## src/rtl/sync_fifo_pkg.sv

```systemverilog
// Shared definitions for the single-clock FIFO: depth helper and read-mode constants.
package sync_fifo_pkg;

  // Read-port mode selectors for the FALLTHROUGH parameter.
  localparam string FT_TRUE  = "TRUE";
  localparam string FT_FALSE = "FALSE";

  // Number of storage words for a given address width.
  function automatic int unsigned depth(input int unsigned addrsize);
    return 32'd1 << addrsize;
  endfunction

endpackage

```

## src/rtl/sfifo_ram.sv

```systemverilog
// FIFO storage array: one write port, read port either fall-through or registered.
module sfifo_ram
  import sync_fifo_pkg::*;
#(
  parameter int unsigned DATASIZE    = 8,
  parameter int unsigned ADDRSIZE    = 4,
  parameter string       FALLTHROUGH = FT_TRUE
) (
  input  logic                clk_i,
  input  logic                rst_ni,
  input  logic                we_i,
  input  logic [ADDRSIZE-1:0] waddr_i,
  input  logic [DATASIZE-1:0] wdata_i,
  input  logic                re_i,
  input  logic [ADDRSIZE-1:0] raddr_i,
  output logic [DATASIZE-1:0] rdata_o
);

  localparam int unsigned Depth  = depth(ADDRSIZE);
  localparam bit          FtMode = (FALLTHROUGH == FT_TRUE);

  logic [DATASIZE-1:0] mem_q [Depth];

  // Storage write; contents are deliberately not reset.
  always_ff @(posedge clk_i) begin
    if (we_i) begin
      mem_q[waddr_i] <= wdata_i;
    end
  end

  if (FtMode) begin : g_fallthrough
    // Head word is presented directly; no read strobe or reset needed.
    logic unused_ft;
    assign unused_ft = ^{rst_ni, re_i};
    assign rdata_o   = mem_q[raddr_i];
  end else begin : g_registered
    logic [DATASIZE-1:0] rdata_q, rdata_d;

    // Capture the head word only on an accepted read; otherwise hold.
    always_comb begin
      rdata_d = rdata_q;
      if (re_i) begin
        rdata_d = mem_q[raddr_i];
      end
    end

    // Registered read data, cleared by reset.
    always_ff @(posedge clk_i or negedge rst_ni) begin
      if (!rst_ni) begin
        rdata_q <= '0;
      end else begin
        rdata_q <= rdata_d;
      end
    end

    assign rdata_o = rdata_q;
  end

endmodule

```

## src/rtl/sync_fifo_ctrl.sv

```systemverilog
// Single-clock FIFO: pointers, status flags, occupancy count and error pulses around sfifo_ram.
module sync_fifo_ctrl
  import sync_fifo_pkg::*;
#(
  parameter int unsigned DATASIZE    = 8,
  parameter int unsigned ADDRSIZE    = 4,
  parameter string       FALLTHROUGH = FT_TRUE,
  parameter int unsigned AFULL_LVL   = depth(ADDRSIZE) - 2,
  parameter int unsigned AEMPTY_LVL  = 2
) (
  input  logic                clk,
  input  logic                rst_n,
  input  logic                wr_en,
  input  logic [DATASIZE-1:0] wdata,
  input  logic                rd_en,
  output logic [DATASIZE-1:0] rdata,
  output logic                rvalid,
  output logic                full,
  output logic                empty,
  output logic                almost_full,
  output logic                almost_empty,
  output logic [ADDRSIZE:0]   count,
  output logic                overflow,
  output logic                underflow
);

  localparam bit                FtMode    = (FALLTHROUGH == FT_TRUE);
  localparam logic [ADDRSIZE:0] AfullLvl  = AFULL_LVL[ADDRSIZE:0];
  localparam logic [ADDRSIZE:0] AemptyLvl = AEMPTY_LVL[ADDRSIZE:0];

  // Pointers carry one extra wrap bit above the array address.
  logic [ADDRSIZE:0] wptr_q, wptr_d, rptr_q, rptr_d;
  logic              overflow_q, overflow_d, underflow_q, underflow_d;
  logic              wr_acc, rd_acc;

  // Status decoded from registered pointers only, so no path from wr_en/rd_en.
  assign empty        = (wptr_q == rptr_q);
  assign full         = (wptr_q[ADDRSIZE] != rptr_q[ADDRSIZE]) &&
                        (wptr_q[ADDRSIZE-1:0] == rptr_q[ADDRSIZE-1:0]);
  assign count        = wptr_q - rptr_q;
  assign almost_full  = (count >= AfullLvl);
  assign almost_empty = (count <= AemptyLvl);
  assign overflow     = overflow_q;
  assign underflow    = underflow_q;

  assign wr_acc = wr_en && !full;
  assign rd_acc = rd_en && !empty;

  // Pointer advance and rejected-request detection.
  always_comb begin
    wptr_d      = wptr_q;
    rptr_d      = rptr_q;
    overflow_d  = wr_en && full;
    underflow_d = rd_en && empty;
    if (wr_acc) begin
      wptr_d = wptr_q + 1'b1;
    end
    if (rd_acc) begin
      rptr_d = rptr_q + 1'b1;
    end
  end

  // Pointer and error-pulse state.
  always_ff @(posedge clk or negedge rst_n) begin
    if (!rst_n) begin
      wptr_q      <= '0;
      rptr_q      <= '0;
      overflow_q  <= 1'b0;
      underflow_q <= 1'b0;
    end else begin
      wptr_q      <= wptr_d;
      rptr_q      <= rptr_d;
      overflow_q  <= overflow_d;
      underflow_q <= underflow_d;
    end
  end

  sfifo_ram #(
    .DATASIZE   (DATASIZE),
    .ADDRSIZE   (ADDRSIZE),
    .FALLTHROUGH(FALLTHROUGH)
  ) u_ram (
    .clk_i  (clk),
    .rst_ni (rst_n),
    .we_i   (wr_acc),
    .waddr_i(wptr_q[ADDRSIZE-1:0]),
    .wdata_i(wdata),
    .re_i   (rd_acc),
    .raddr_i(rptr_q[ADDRSIZE-1:0]),
    .rdata_o(rdata)
  );

  if (FtMode) begin : g_rvalid_ft
    assign rvalid = !empty;
  end else begin : g_rvalid_reg
    logic rvalid_q, rvalid_d;

    // Registered data is valid only in the cycle following an accepted read.
    always_comb begin
      rvalid_d = rd_acc;
    end

    // Read-valid flag for the registered read port.
    always_ff @(posedge clk or negedge rst_n) begin
      if (!rst_n) begin
        rvalid_q <= 1'b0;
      end else begin
        rvalid_q <= rvalid_d;
      end
    end

    assign rvalid = rvalid_q;
  end

endmodule
```

## config.mk

```make
export PLATFORM = sky130hd
export DESIGN_NAME = sync_fifo_ctrl
export DESIGN_NICKNAME = d
export VERILOG_FILES = /design/src/rtl/sync_fifo_pkg.sv /design/src/rtl/sfifo_ram.sv /design/src/rtl/sync_fifo_ctrl.sv
export SDC_FILE = /design/constraint.sdc
export NUM_CORES = 1
export LEC_CHECK = 0
export CORE_ASPECT_RATIO = 0.6
export CORE_MARGIN = 2
export CORE_UTILIZATION = 53
export CTS_CLUSTER_DIAMETER = 150
export DETAILED_ROUTE_END_ITERATION = 6
export PLACE_DENSITY = 0.78
export RECOVER_POWER = 50
export SLEW_MARGIN = 15
export SYNTH_ARGS = -nofsm -noshare
export SYNTH_HDL_FRONTEND = slang
export SYNTH_SLANG_ARGS = --single-unit
```

## constraint.sdc

```tcl
create_clock -name clk -period 3.14 [get_ports clk]
set_input_delay 0.942 -clock clk [delete_from_list [all_inputs] [get_ports clk]]
set_output_delay 0.942 -clock clk [all_outputs]
set_load 0.02 [all_outputs]
```

# ---- Word-level counts from Yosys, hierarchy flattened
# Memory sizes are Yosys's and may differ from the RTL's.
# Index checks and enable logic that the tools add are counted.
dict set report op_classes {
  eq_ne 3
  n_addsub 3
  reduce_logical 7
  magnitude_cmp 2
  n_mux 2
}
# operator n
set ops {}
lappend ops {{adder 5 x 1 -> 5 bit (second input constant)} 2}
lappend ops {{== test 5 bit} 1}
lappend ops {{>= comparator 5 x 4 -> 1 bit (second input constant)} 1}
lappend ops {{less-or-equal comparator 5 x 2 -> 1 bit (second input constant)} 1}
lappend ops {{logical AND 1 bit} 5}
lappend ops {{subtractor 5 bit} 1}
lappend ops {{== test 4 bit} 1}
lappend ops {{zero test 1 bit} 2}
lappend ops {{two-way mux 1 bit} 2}
lappend ops {{inequality test 1 bit} 1}
dict set report word_totals {
  word_cells 22
  ff_bits 12
  ramBits 128
  out_inout_bits 20
  n_memories 1
  in_bits 12
}
# memory depth width rd rd_ports_with_merged_regs wr line_no
set mem_list {}
lappend mem_list {u_ram.mem_q 16 8 1 0 1 sfifo_ram.sv:22} ;# logic [DATASIZE-1:0] mem_q [Depth];

# ---- Depth between registers and ports, before layout
dict set report depth {
  word_depth 6
  mapped_depth 9
  depth_no_buf 7
}

# ---- Modules after synthesis
# From an unflattened synthesis, not the netlist that was laid out.
dict set report hier_totals {
  cells_unflattened 293
  area_unflattened_um2 5755.5
}
# mod seq_area_each_um2 cells_each area_each_um2 instances
set modules_own_cells {}
lappend modules_own_cells {sfifo_ram 3843.7 221 4987.3 1}
lappend modules_own_cells {sync_fifo_ctrl 300.3 72 768.2 1}

# ---- Worst setup path after synthesis
# No wires, ideal clock.
dict set report synth_timing {
  kind {register to output}
  from {reg rptr_q[1]}
  to {out almost_full}
  t_required_ns 2.198
  arrival_ns 2.478
  slack_ns -0.280
  path_stages_with_launch 8
  n_path_buf 2
  path_cell_list {dfrtp_1 > buf_2 > buf_2 > inv_1 > fa_1 > xor2_1 > nand2_1 > o32ai_1}
}
dict set report synth_via {
  elab_chain_cells 2
}
# element line_no
set synth_lines {}
lappend synth_lines {{from (decl)} sync_fifo_ctrl.sv:32} ;# logic [ADDRSIZE:0] wptr_q, wptr_d, rptr_q, rptr_d;
lappend synth_lines {{from (signal assigned)} sync_fifo_ctrl.sv:72} ;# rptr_q <= rptr_d;
lappend synth_lines {{subtractor 5 bit} sync_fifo_ctrl.sv:40} ;# assign count = wptr_q - rptr_q;
lappend synth_lines {{via count[2]} sync_fifo_ctrl.sv:22} ;# output logic [ADDRSIZE:0] count,
lappend synth_lines {{>= comparator 5 x 4 -> 1 bit} sync_fifo_ctrl.sv:41} ;# assign almost_full = (count >= AfullLvl);
lappend synth_lines {{to (decl)} sync_fifo_ctrl.sv:20} ;# output logic almost_full,
# The timed path passes the listed nets, and every way through them passes these cells.

# ---- Worst setup path after layout
dict set report layout_timing {
  from {reg rptr_q[0]}
  to {out rdata[3]}
}
dict set report layout_via {
  elab_chain_cells 1
}
# element line_no
set layout_lines {}
lappend layout_lines {{memory read (16 x 8 bit)} n/a}
lappend layout_lines {{to (decl)} sync_fifo_ctrl.sv:16} ;# output logic [DATASIZE-1:0] rdata,
# Every way passes these cells.

==> flow_results.org <==
** STA
- For the final routed database, the setup TNS stands at 0 ps.
- Worst Max-Slew Pin Slew :: 697 ps
- Number of failing setup endpoints in the final timing report :: 0
- The routed design could run at a clock period as short as 3140 ps.
- Setup repair after global routing could not meet its margin everywhere.
- Hold Fails Final Rpt :: 0
- For this run, the top clock speed supported by timing is 319 MHz.
- After layout, the worst path uses 99.9% of the clock period.
- Relative max-transition margin :: 53.4%
- Once routing completed, OpenROAD measured the worst setup slack at 4.31 ps.
- The max-slew violation count was 0.
- Between clock sinks in the finished design, the worst skew comes to 8.42 ps.

** Clock network
- The clock passes through at most 2 buffers.
- Clock Sinks :: between 100 and 150
- Cts bufs inserted :: 17
- The H-tree was split into 4 levels.
- CTS Root Cell :: sky130_fd_sc_hd__clkbuf_16
- Insertion delay to the later sink of the worst-skew pair :: 420 ps
- Hold-fix buffers, CTS :: 0
- Clock-pin slew on the worst setup and hold paths :: about 50 ps
- TritonCTS built the clock tree.

** Finish
- Layout cell share with drive strength beyond 1 :: between 30% and 40%
- Design area :: 0.00731 mm2
- Post-Layout Cell Count :: 557
- Layout net count :: 427
- The repair_antennas step left the layout with diodes totalling 0.
- Leaving out fill and tap cells, the most frequent cell in the layout is sky130_fd_sc_hd__edfxtp_1.
- Relative to the synthesized area, the layout overhead comes to 26.1%.
- Most frequent cells in the layout :: sky130_fd_sc_hd__edfxtp_1 (128), sky130_fd_sc_hd__buf_4 (56), sky130_fd_sc_hd__mux4_2 (24)

** Status
- Run status :: finished, final reports clean

** Yosys
- Among all flip-flop cells after synthesis, the most frequent one is sky130_fd_sc_hd__edfxtp_1.
- Of all flip-flops after synthesis, the portion carrying an async set or reset was 8.57%.
- The synthesized netlist occupies a cell area of 0.00580 mm2.
- After synthesis, flip-flops and latches occupy 71.5% of the total area.
- The synthesized design contains 140 register bits.
- Counting flops with a built-in enable in the synthesized netlist gives 128.
- Average cell area after synthesis :: 18.5 um2
- Count of synthesis-stage warnings from yosys :: 0
- The netlist uses 42 different library cells.
- Number of instances in the synthesized netlist :: 313
- The number of nets handed over by synthesis was 335.

** Global routing
- Global-route total usage across every layer :: 24.4%
- Entering global routing, the biggest net connects 17 pins.
- Global routing finished with a remaining overflow of 0.
- First-pass GRT wire length :: 20,300 um
- In the global route stage, met2 resource usage came out at about a third.
- The number of antenna violations at the first check in global routing came to 0.
- Number of global-route vias before repair :: 3,277
- Met3 Resource Use GR :: 6.60%
- Global routing consumed, on the met1 layer, 37.9% of the routing resources.
- In this run the most used layer during global routing was met1.

** Worst setup path
- Critical Path Start Type :: flip-flop
- STA puts the critical path data arrival time at between 2000 and 2500 ps.
- Maximum fanout count along the critical path :: 12
- The setup path with the least slack is of type reg -> out.
- Setup slack on the worst reg-to-reg path comes out at 100 ps.
- Endpoint kind of the worst setup timing path :: output port
- For the worst setup path, the data required time is roughly 2200 ps.

** Detailed routing
- In the routed design, unresolved DRC markers number 0.
- After detailed routing, the average wire length per cell comes to 24.7 um.
- The first TritonRoute pass finished after 5 iterations.
- Total vias in the final route :: 3,400
- Antenna-violating nets left :: 0
- In this run, the number of DRC markers left after iteration 0 of detailed routing was 376.
- Using the TritonRoute via totals, the vias-per-cell ratio works out to 6.10.
- The routed design has 13,700 um of wire.

** Floorplanning
- Row generation in the floorplan step produced 29 rows.
- Measured along the y axis, the die boundary spans 85.0 um.
- Effective utilization at floorplan :: between 50% and 60%
- The total area inside the core boundary comes to 0.0106 mm2.
- DIE WIDTH :: 139 um
- The die covers 0.0118 mm2.
- I/O pin cnt :: 32

** Place
- Detailed placement ended at an HPWL of 8560 um.
- Port buffering added 31 buffers.
- In this run the cell area measured after placement is 0.00647 mm2.
- Post-Place Cells :: 500
- OpenSTA, run right after detailed placement, puts the worst setup slack at -35.8 ps.
- Routability Congestion :: 0.879

** Power
- Leakage power of the design :: 0.00265 uW
- Final Power :: 7990 uW
- Dividing total power by cell area gives a power density of 1090 mW/mm2.
- VDD sags by at most 0.000730 V.

** Run
- Max-cap violations in this run came to 0.

** Hold path
- Worst Hold Class :: reg -> reg
cells in the mapped netlist (2+ instances only):
library cell | n | area (um2)
sky130_fd_sc_hd__a21oi_1 | 4 | 20.0
sky130_fd_sc_hd__xnor2_1 | 8 | 70.1
sky130_fd_sc_hd__buf_1 | 3 | 11.3
sky130_fd_sc_hd__nand2b_1 | 2 | 12.5
sky130_fd_sc_hd__dfrtp_1 | 12 | 300
sky130_fd_sc_hd__nor3_1 | 4 | 20.0
sky130_fd_sc_hd__nor2_1 | 23 | 86.3
sky130_fd_sc_hd__buf_6 | 4 | 45.0
sky130_fd_sc_hd__a221o_1 | 8 | 80.1
sky130_fd_sc_hd__mux4_2 | 24 | 541
sky130_fd_sc_hd__inv_1 | 8 | 30.0
sky130_fd_sc_hd__and2_1 | 3 | 18.8
sky130_fd_sc_hd__ha_1 | 9 | 113
sky130_fd_sc_hd__and3_1 | 4 | 25.0
sky130_fd_sc_hd__mux2i_1 | 24 | 240
sky130_fd_sc_hd__o22ai_1 | 8 | 50.1
sky130_fd_sc_hd__edfxtp_1 | 128 | 3840
sky130_fd_sc_hd__nand2_1 | 2 | 7.51
sky130_fd_sc_hd__o211ai_1 | 7 | 52.6
sky130_fd_sc_hd__buf_2 | 6 | 30.0
power by group:
group          leakage [uW]  internal [uW]  switching [uW]
logic               0.00106           1630            1950
registers           0.00130           2290             132
clock network      0.000292           1280             707
metrics by stage:
stage | utilization [%] | hold slack (ps)
4_1_cts | 68.2 | 603
2_1_floorplan | - | 510
3_3_place_gp | 61.1 | 584
3_5_place_dp | 61.1 | 587
5_1_grt | 69.0 | 644
6_report | 69.0 | 601
state kept, by name, indices dropped and copies added (netlist names):
register / count
u_ram.mem_q: 128
rptr_q: 5
wptr_q: 5
overflow: 1
underflow: 1
kinds of logic after synthesis:
logic type      Yosys count  synth area share [%]
fa+ha+maj                10                  2.29
buf+inv                  25                  2.35
xor+xnor                 11                  1.92
flops                   140                  71.5
mux                      50                  13.9
compound gates           34                  4.58
simple gates             43                  3.52
critical path, stage by stage (launching register included):
cell	delay, ps
sky130_fd_sc_hd__dfrtp_2	450
sky130_fd_sc_hd__buf_4	160
sky130_fd_sc_hd__bufbuf_16	280
sky130_fd_sc_hd__mux2i_1	120
sky130_fd_sc_hd__a221o_1	350
sky130_fd_sc_hd__o22ai_1	200
sky130_fd_sc_hd__buf_2	200
layer usage:
metal / share of wire [%] / up-vias
li1: - / 1438
met1: 45 / 1733
met2: 45 / 205
met3: 9.1 / 24
met4: 1.1 / 0
met5: 0 / -
repair_timing:
| action | 4_1_cts | 5_1_grt |
|---|---|---|
| pin swaps | 2 | 5 |
| buffers inserted | 17 | 7 |
| endpoints found under the setup margin | 17 | 140 |
| gates resized for setup | 58 | 22 |
| cloned | 1 | 0 |
cell type report:
cell class | instances | area (um2)
flip-flops and latches | 140 | 4150
fillers | 688 | 3290
multi-input cells | 148 | 1620
repair buffers | 89 | 748
clock buffers | 24 | 472
well taps | 139 | 174
clock inverters | 8 | 115
inverters | 9 | 35.0
final timing paths:
path | end | start | cells past startpoint
setup / recovery | rdata[3] | rptr_q[0] | 6
hold / removal | rptr_q[4] | rptr_q[4] | 1
setup reg to reg | u_ram.mem_q[5][2] | wptr_q[2] | 14
hold reg to reg | rptr_q[4] | rptr_q[4] | 1
max in group asynchronous | rptr_q[0] | rst_n | 1
min in group asynchronous | wptr_q[4] | rst_n | 1
Power figures use the tool's default switching activity.
